$ cat src/rtl/priority_encoder8_3_if.sv
// Request/code handshake bundle between a request collector, the 8-to-3
// priority encoder and the index consumer.
interface priority_encoder8_3_if;
    logic       in_valid;
    logic       in_ready;
    logic [7:0] in_vec;
    logic       out_valid;
    logic       out_ready;
    logic [2:0] out_code;
    logic       out_last;
    logic       zero_err;
    logic       busy;

    modport slave (
        input  in_valid, in_vec, out_ready,
        output in_ready, out_valid, out_code, out_last, zero_err, busy
    );

    modport master (
        output in_valid, in_vec, out_ready,
        input  in_ready, out_valid, out_code, out_last, zero_err, busy
    );
endinterface

$ cat src/rtl/priority_encoder8_3.sv
// Sequential 8-to-3 priority encoder: latches a request vector, then emits the
// index of each set bit, lowest first, one per output handshake.
module priority_encoder8_3 (
    input  logic                clk,
    input  logic                rst,
    input  logic                en,
    priority_encoder8_3_if.slave bus
);
    typedef enum logic {IDLE = 1'b0, SERVE = 1'b1} state_t;

    state_t     state_q, state_d;
    logic [7:0] pending_q, pending_d;
    logic       zero_err_q, zero_err_d;
    logic [2:0] low_idx;
    logic       single_bit;
    logic       in_fire;
    logic       out_fire;

    function automatic logic [2:0] lowest_set(input logic [7:0] v);
        logic [2:0] idx;
        idx = 3'd0;
        for (int i = 7; i >= 0; i--) begin
            if (v[i]) idx = 3'(i);
        end
        return idx;
    endfunction

    function automatic logic is_single(input logic [7:0] v);
        return (v != 8'd0) && ((v & (v - 8'd1)) == 8'd0);
    endfunction

    assign low_idx    = lowest_set(pending_q);
    assign single_bit = is_single(pending_q);

    // Handshake strobes depend only on state and en, never on the data inputs.
    assign bus.in_ready  = en && (state_q == IDLE);
    assign bus.out_valid = en && (state_q == SERVE);
    assign bus.out_code  = bus.out_valid ? low_idx : 3'd0;
    assign bus.out_last  = bus.out_valid && single_bit;
    assign bus.busy      = (state_q == SERVE);
    assign bus.zero_err  = zero_err_q;

    assign in_fire  = bus.in_valid && bus.in_ready;
    assign out_fire = bus.out_valid && bus.out_ready;

    always_comb begin
        state_d    = state_q;
        pending_d  = pending_q;
        zero_err_d = 1'b0;
        if (in_fire) begin
            if (bus.in_vec != 8'd0) begin
                pending_d = bus.in_vec;
                state_d   = SERVE;
            end else begin
                zero_err_d = 1'b1;
            end
        end else if (out_fire) begin
            if (single_bit) begin
                pending_d = 8'd0;
                state_d   = IDLE;
            end else begin
                pending_d = pending_q & ~(8'd1 << low_idx);
            end
        end
    end

    always_ff @(posedge clk or posedge rst) begin
        if (rst) begin
            state_q    <= IDLE;
            pending_q  <= 8'd0;
            zero_err_q <= 1'b0;
        end else begin
            state_q    <= state_d;
            pending_q  <= pending_d;
            zero_err_q <= zero_err_d;
        end
    end
endmodule

$ cat src/flat_wrapper.sv
// flat-port wrapper written by rule: the top's interface ports become plain ports
module priority_encoder8_3_flat 
  (clk, rst, en, bus_in_valid, bus_in_vec, bus_out_ready, bus_in_ready, bus_out_valid, bus_out_code, bus_out_last, bus_zero_err, bus_busy);
  priority_encoder8_3_if bus_i ();
  input  logic clk;
  input  logic rst;
  input  logic en;
  input wire logic [$bits(bus_i.in_valid)-1:0] bus_in_valid;
  input wire logic [$bits(bus_i.in_vec)-1:0] bus_in_vec;
  input wire logic [$bits(bus_i.out_ready)-1:0] bus_out_ready;
  output wire logic [$bits(bus_i.in_ready)-1:0] bus_in_ready;
  output wire logic [$bits(bus_i.out_valid)-1:0] bus_out_valid;
  output wire logic [$bits(bus_i.out_code)-1:0] bus_out_code;
  output wire logic [$bits(bus_i.out_last)-1:0] bus_out_last;
  output wire logic [$bits(bus_i.zero_err)-1:0] bus_zero_err;
  output wire logic [$bits(bus_i.busy)-1:0] bus_busy;
  assign bus_i.in_valid = bus_in_valid;
  assign bus_i.in_vec = bus_in_vec;
  assign bus_i.out_ready = bus_out_ready;
  assign bus_in_ready = bus_i.in_ready;
  assign bus_out_valid = bus_i.out_valid;
  assign bus_out_code = bus_i.out_code;
  assign bus_out_last = bus_i.out_last;
  assign bus_zero_err = bus_i.zero_err;
  assign bus_busy = bus_i.busy;
  priority_encoder8_3 u_core (.clk(clk), .rst(rst), .en(en), .bus(bus_i));
endmodule
$ cat config.mk
export PLATFORM = sky130hd
export DESIGN_NAME = priority_encoder8_3_flat
export DESIGN_NICKNAME = d
export VERILOG_FILES = /design/src/rtl/priority_encoder8_3_if.sv /design/src/rtl/priority_encoder8_3.sv /design/src/flat_wrapper.sv
export SDC_FILE = /design/constraint.sdc
export NUM_CORES = 1
export LEC_CHECK = 0
export BUFFER_PORTS_ARGS = -buffer_cell sky130_fd_sc_hd__buf_2
export CAP_MARGIN = 40
export CELL_PAD_IN_SITES_DETAIL_PLACEMENT = 0
export CELL_PAD_IN_SITES_GLOBAL_PLACEMENT = 2
export CORE_MARGIN = 4
export CORE_UTILIZATION = 31
export DETAILED_ROUTE_END_ITERATION = 16
export GPL_ROUTABILITY_DRIVEN = 0
export GPL_TIMING_DRIVEN = 0
export PLACE_DENSITY = 0.83
export SLEW_MARGIN = 10
export SYNTH_ARGS = -nofsm -noshare
export SYNTH_HDL_FRONTEND = slang
export SYNTH_SLANG_ARGS = --single-unit
$ cat constraint.sdc
create_clock -name clk -period 2.9 [get_ports clk]
set_input_delay 0.435 -clock clk [delete_from_list [all_inputs] [get_ports clk]]
set_output_delay 0.435 -clock clk [all_outputs]
set_load 0.1 [all_outputs]
**Yosys cells after proc, flatten, opt, wreduce, memory -nomap -nowiden**

Index checks and enable logic that the tools add are counted.

- Flip-flop bits (word level): 10
- Word-level logic and storage cells: 42

- Add/sub/neg operators: 1
- Equality and inequality tests: 1
- Shifts and indexed selects: 1
- Mux-type cells: 19
- Bitwise logic cells: 4
- Reductions and logical operators: 13

Operators by type and width:

| cell | number |
|---|---|
| 2-to-1 mux 8 bit | 4 |
| 2-to-1 mux 3 bit | 9 |
| AND 8 bit | 2 |
| nonzero test 8 bit | 2 |
| zero test 8 bit | 1 |
| NOT 8 bit | 1 |
| << shifter 1 x 3 -> 8 bit (first input constant) | 1 |
| subtractor 8 x 1 -> 8 bit (second input constant) | 1 |
| logical AND 1 bit | 6 |
| 2-to-1 mux 1 bit | 6 |
| nonzero test 2 bit | 2 |
| AND reduction 3 bit | 1 |
| != test 2 bit (second input constant) | 1 |
| AND reduction 2 bit | 1 |
| NOT 1 bit | 1 |

**Longest topological paths before layout**

- Word-level depth: 14
- Depth in mapped cells: 6
- Depth with buffers taken out: 5

**Least setup slack after synthesis**

Ideal clock, no wire load.

- Kind: register to output
- From: reg u_core.state_q (netlist: u_core.bus.busy)
- To: out bus_out_code[1]
- Arrival time: 3340 ps
- Setup slack: -875 ps
- Cell stages (with the launch flop): 3
- Buffers on the path: 0
- Path through: dfrtp_1 -> nand2_1 -> nor3_1

- Word-level cells in the longest chain between the ends: 2

RTL lines:

| item | RTL line | source |
|---|---|---|
| start, declared | priority_encoder8_3.sv:11 | `state_t state_q, state_d;` |
| start signal, assigned | priority_encoder8_3.sv:73 | `state_q <= state_d;` |
| logical AND 1 bit | priority_encoder8_3.sv:37 | `assign bus.out_valid = en && (state_q == SERVE);` |
| 2-to-1 mux 3 bit | priority_encoder8_3.sv:38 | `assign bus.out_code = bus.out_valid ? low_idx : 3'd0;` |
| end, declared | flat_wrapper.sv:13 | `output wire logic [$bits(bus_i.out_code)-1:0] bus_out_code;` |

No other way between the ends.

**Worst setup path after layout**

- From: reg u_core.pending_q[0]
- To: out bus_out_last

- Word-level cells in the longest chain between the ends: 5
- Elaborated cells between the ends (all ways): 6
- Classes of those cells: add/sub: 1; bitwise: 1; reduce/logical: 4

RTL lines:

| item | RTL line | source |
|---|---|---|
| start, declared | priority_encoder8_3.sv:12 | `logic [7:0] pending_q, pending_d;` |
| start signal, assigned | priority_encoder8_3.sv:74 | `pending_q <= pending_d;` |
| subtractor 8 x 1 -> 8 bit | priority_encoder8_3.sv:29 | `return (v != 8'd0) && ((v & (v - 8'd1)) == 8'd0);` |
| AND 8 bit | priority_encoder8_3.sv:29 |  |
| zero test 8 bit | priority_encoder8_3.sv:29 |  |
| logical AND 1 bit * | priority_encoder8_3.sv:29 |  |
| logical AND 1 bit * | priority_encoder8_3.sv:39 | `assign bus.out_last = bus.out_valid && single_bit;` |
| end, declared | flat_wrapper.sv:14 | `output wire logic [$bits(bus_i.out_last)-1:0] bus_out_last;` |

Mark *: on every way between the ends. The rest lies on a longest branch, timed or not.

==> run summary <==
Outcome
* status: finished, final reports clean

Timing
* transition time of the tightest slew-check pin: 0.538 ns
* relative slew slack: 63.9%
* worst-case clock skew: 0.00624 ns
* number of failing hold endpoints at the final stage: 0
* unrepaired setup endpoints after global routing: false
* worst hold slack after final layout: 0.128 ns
* final critical path time including I/O delays and setup: 2.67 ns
* post-route fraction of the period consumed by the critical path: 92.0%
* timing-limited maximum frequency: 375 MHz
* Final Max Slew Viols: 0
* number of failing setup endpoints in the final timing report: 0

Worst setup path
* worst path cell trace: or4_4 > mux2i_1 > o22ai_2 > nor2_2 > buf_2
* CP delay by family, top: simple AND/OR/NAND/NOR gates
* type of element capturing the critical path: output port
* startpoint of the lowest-slack register-to-register path: u_core.pending_q[0]
* startpoint kind of the worst setup timing path: flip-flop
* length in cells of the worst reg-to-reg path: 5
* critical-path maximum fanout: 7
* class of the most critical setup path: flip-flop to output port
* register-to-register path setup slack: 1.01 ns
* Worst path max stage delay: 0.60 ns
* r2r endpoint: u_core.pending_q[2]
* CP Buf/Inv Count: 1
* Critical-path top delay cell: sky130_fd_sc_hd__or4_4
* critical path required time: 2.47 ns
* Worst Setup SP: u_core.pending_q[0]
* data arrival at the endpoint of the critical path: 2.23 ns

Final layout
* Ant. Diodes: 0
* number of fill cells in the layout: 236
* non-filler cells in the finished layout: 133
* share of final-layout standard cells stronger than drive strength 1: 40.0%
* cell area after layout: 912 um^2
* number of nets in the layout: 119
* area overhead of the layout relative to synthesis: 26.6%

Placement
* number of instances in the placed design: 129
* IO Port Bufs: 20
* placed instance area: 876 um^2
* dpl hpwl: 1.38 mm

GRT
* vias in the first global route: 690
* wire length of the first global-routing pass: 3.24 mm
* GRT Resource Usage Total: 13.0%
* total congestion overflow: 0
* antenna violations before repair: 0
* largest net degree at the start of global routing: 11

Clock tree
* number of levels the H-tree was split into: 1
* clock transition at the registers of the reported paths: 0.07 ns
* number of buffers between clock root and the deepest sink: 2
* later-pin clock latency in the skew report: 0.27 ns
* # clock sinks: 10
* CTS tree: built
* hold buffers post-CTS: 0
* CTS buffer count: 3
* number of post-CTS setup repair buffers: 0
* clock tree root driver cell: sky130_fd_sc_hd__clkbuf_4
* post-cts gate resize count: 0

Power and ir drop
* total design power: 0.000901 W
* power per cell area: 987 nW/um^2
* VDD IR max: 629 uV
* reported leakage power: 0.422 nW

Routing
* DR DRC count: 0
* iteration count of the initial detailed-routing pass: 4
* Avg Vias per Cell: 5.40
* final routed wirelength across all metal layers: 1.84 mm
* routed vias: 718
* number of DRC markers after the initial detailed-route iteration: 16
* DR WL/cell: 13.8 um
* Post-DRT Antenna Nets: 0

Synth
* synthesized area per cell: 8.90 um^2
* Main synth FF type: sky130_fd_sc_hd__dfrtp_1
* Synthesis Warnings: 0
* area share of the largest cell type after synthesis: 34.7%
* Post-Synth Adder-Cell Area: 1.39%
* post-synthesis simple-gate area fraction: 24.1%
* netlist area before placement: 721 um^2
* fraction of registers with async set or reset after synthesis: 100%
* top cells by area in the synthesized netlist: sky130_fd_sc_hd__dfrtp_1 35%, sky130_fd_sc_hd__a22oi_1 6.3%, sky130_fd_sc_hd__o21ai_2 4.9%
* mux share of post-synthesis cell area: 1.39%
* Synth cell types: 34
* Synth Instances: 81
* number of register bits inferred by synthesis: 10
* number of enable-type register cells in the synthesized netlist: 0
* leading area contributor after synthesis: sky130_fd_sc_hd__dfrtp_1
* combinational family with the most area after synthesis: compound AO/OA/AOI/OAI gates
* area fraction in compound gates after synthesis: 30.4%
* Synth Area in XOR/XNOR: 0%
* syn nets: 94
* fraction of the yosys area taken by sequential cells: 34.7%

Die
* Boundary Pins: 21
* Horiz. Die Dim: 56.2 um
* area enclosed by the die boundary: 3160 um^2
* row count: 17
* effective utilization at floorplan: 32.6%
* CORE AREA: 2210 um^2
* Vert. Die Dim: 56.2 um

Min path
* worst min-delay path class: primary input to asynchronous set/reset pin

Job
* max-cap violations: 0

==> worst max path at each step <==
stage / cells past startpoint / to
final: 5 / bus_out_last
after global routing: 5 / bus_out_last
after CTS: 5 / bus_out_last
after detailed placement: 5 / bus_out_last
after global placement: 5 / bus_out_last
after floorplan: 2 / bus_out_code[1]
==> layer usage <==
metal | share of wire [%] | GRT usage [%] | vias to the layer above
met5 | 0 | 0 | -
met4 | 0.54 | 2.03 | 0
met3 | 7.2 | 5.34 | 2
met2 | 44 | 18.9 | 23
met1 | 48 | 18.3 | 341
li1 | - | - | 352
==> worst reg2reg max path, cell delays in order (launching register included) <==
cell and delay (ns):
sky130_fd_sc_hd__dfrtp_1 0.46, sky130_fd_sc_hd__or4_4 0.60, sky130_fd_sc_hd__mux2i_1 0.16, sky130_fd_sc_hd__o22ai_2 0.28, sky130_fd_sc_hd__nand2_4 0.13, sky130_fd_sc_hd__o31ai_2 0.18
==> area by class of cell <==
cell class,instances,area [um^2],area share [%]
multi-input cells,62,433,47.5
flip-flops and latches,10,250,27.4
repair buffers,20,100,11.0
plain buffers,5,42.5,4.66
clock buffers,4,36.3,3.98
well taps,28,35.0,3.84
inverters,4,15.0,1.65
==> through the flow <==
stage | TNS (ns) | util (%) | worst slack (ns)
2_1_floorplan | -0.378 | - | -0.132
3_3_place_gp | 0 | 39.6 | 0.509
3_5_place_dp | 0 | 39.6 | 0.530
4_1_cts | 0 | 41.2 | 0.223
5_1_grt | 0 | 41.2 | 0.140
6_report | 0 | 41.2 | 0.231
==> registers in the layout (all words and copies together) (netlist names) <==
register             count
u_core.pending_q         8
u_core.bus.busy          1
u_core.bus.zero_err      1
==> cell families (layout without fill, tap and decap cells) <==
family	count (synthesis)	in the layout
AOI/OAI and AO/OA	29	29
adders and majority gates	1	1
buffers and inverters	9	33
DFF	10	10
muxes	1	1
and+or+nand+nor	31	31
==> cell usage in the layout, fill, tap and decap left out, drive strengths merged <==
| cell | count |
|---|---|
| nor4 | 2 |
| o21bai | 1 |
| a21oi | 4 |
| a22o | 2 |
| o31a | 1 |
| o31ai | 3 |
| a21o | 1 |
| or4b | 2 |
| or2 | 2 |
| clkbuf | 5 |
| o21ai | 7 |
| maj3 | 1 |
| nor2 | 8 |
| inv | 4 |
| nor2b | 1 |
| mux2i | 1 |
| a211oi | 1 |
| nand2 | 6 |
| o22ai | 2 |
| a22oi | 6 |
| or4 | 1 |
| dfrtp | 10 |
| o41ai | 1 |
| nor3 | 6 |
| and2 | 2 |
| nand2b | 1 |
| buf | 24 |
==> report_power, final <==
| group | leakage [nW] | switching, W | internal (W) |
|---|---|---|---|
| Sequential | 0.112 | 0.0000468 | 0.000180 |
| Clock | 0.0210 | 0.0000521 | 0.0000763 |
| Combinational | 0.289 | 0.000398 | 0.000147 |
| Total | 0.422 | 0.000497 | 0.000404 |
==> Yosys cell counts (3+ instances only) <==
cell and number:
sky130_fd_sc_hd__nor2_1 7, sky130_fd_sc_hd__inv_1 4, sky130_fd_sc_hd__a21oi_1 4, sky130_fd_sc_hd__nor3_1 6, sky130_fd_sc_hd__buf_6 3, sky130_fd_sc_hd__o21ai_2 4
sky130_fd_sc_hd__a22oi_1 6, sky130_fd_sc_hd__dfrtp_1 10, sky130_fd_sc_hd__nand2_1 5
(Power assumes the default switching activity.)
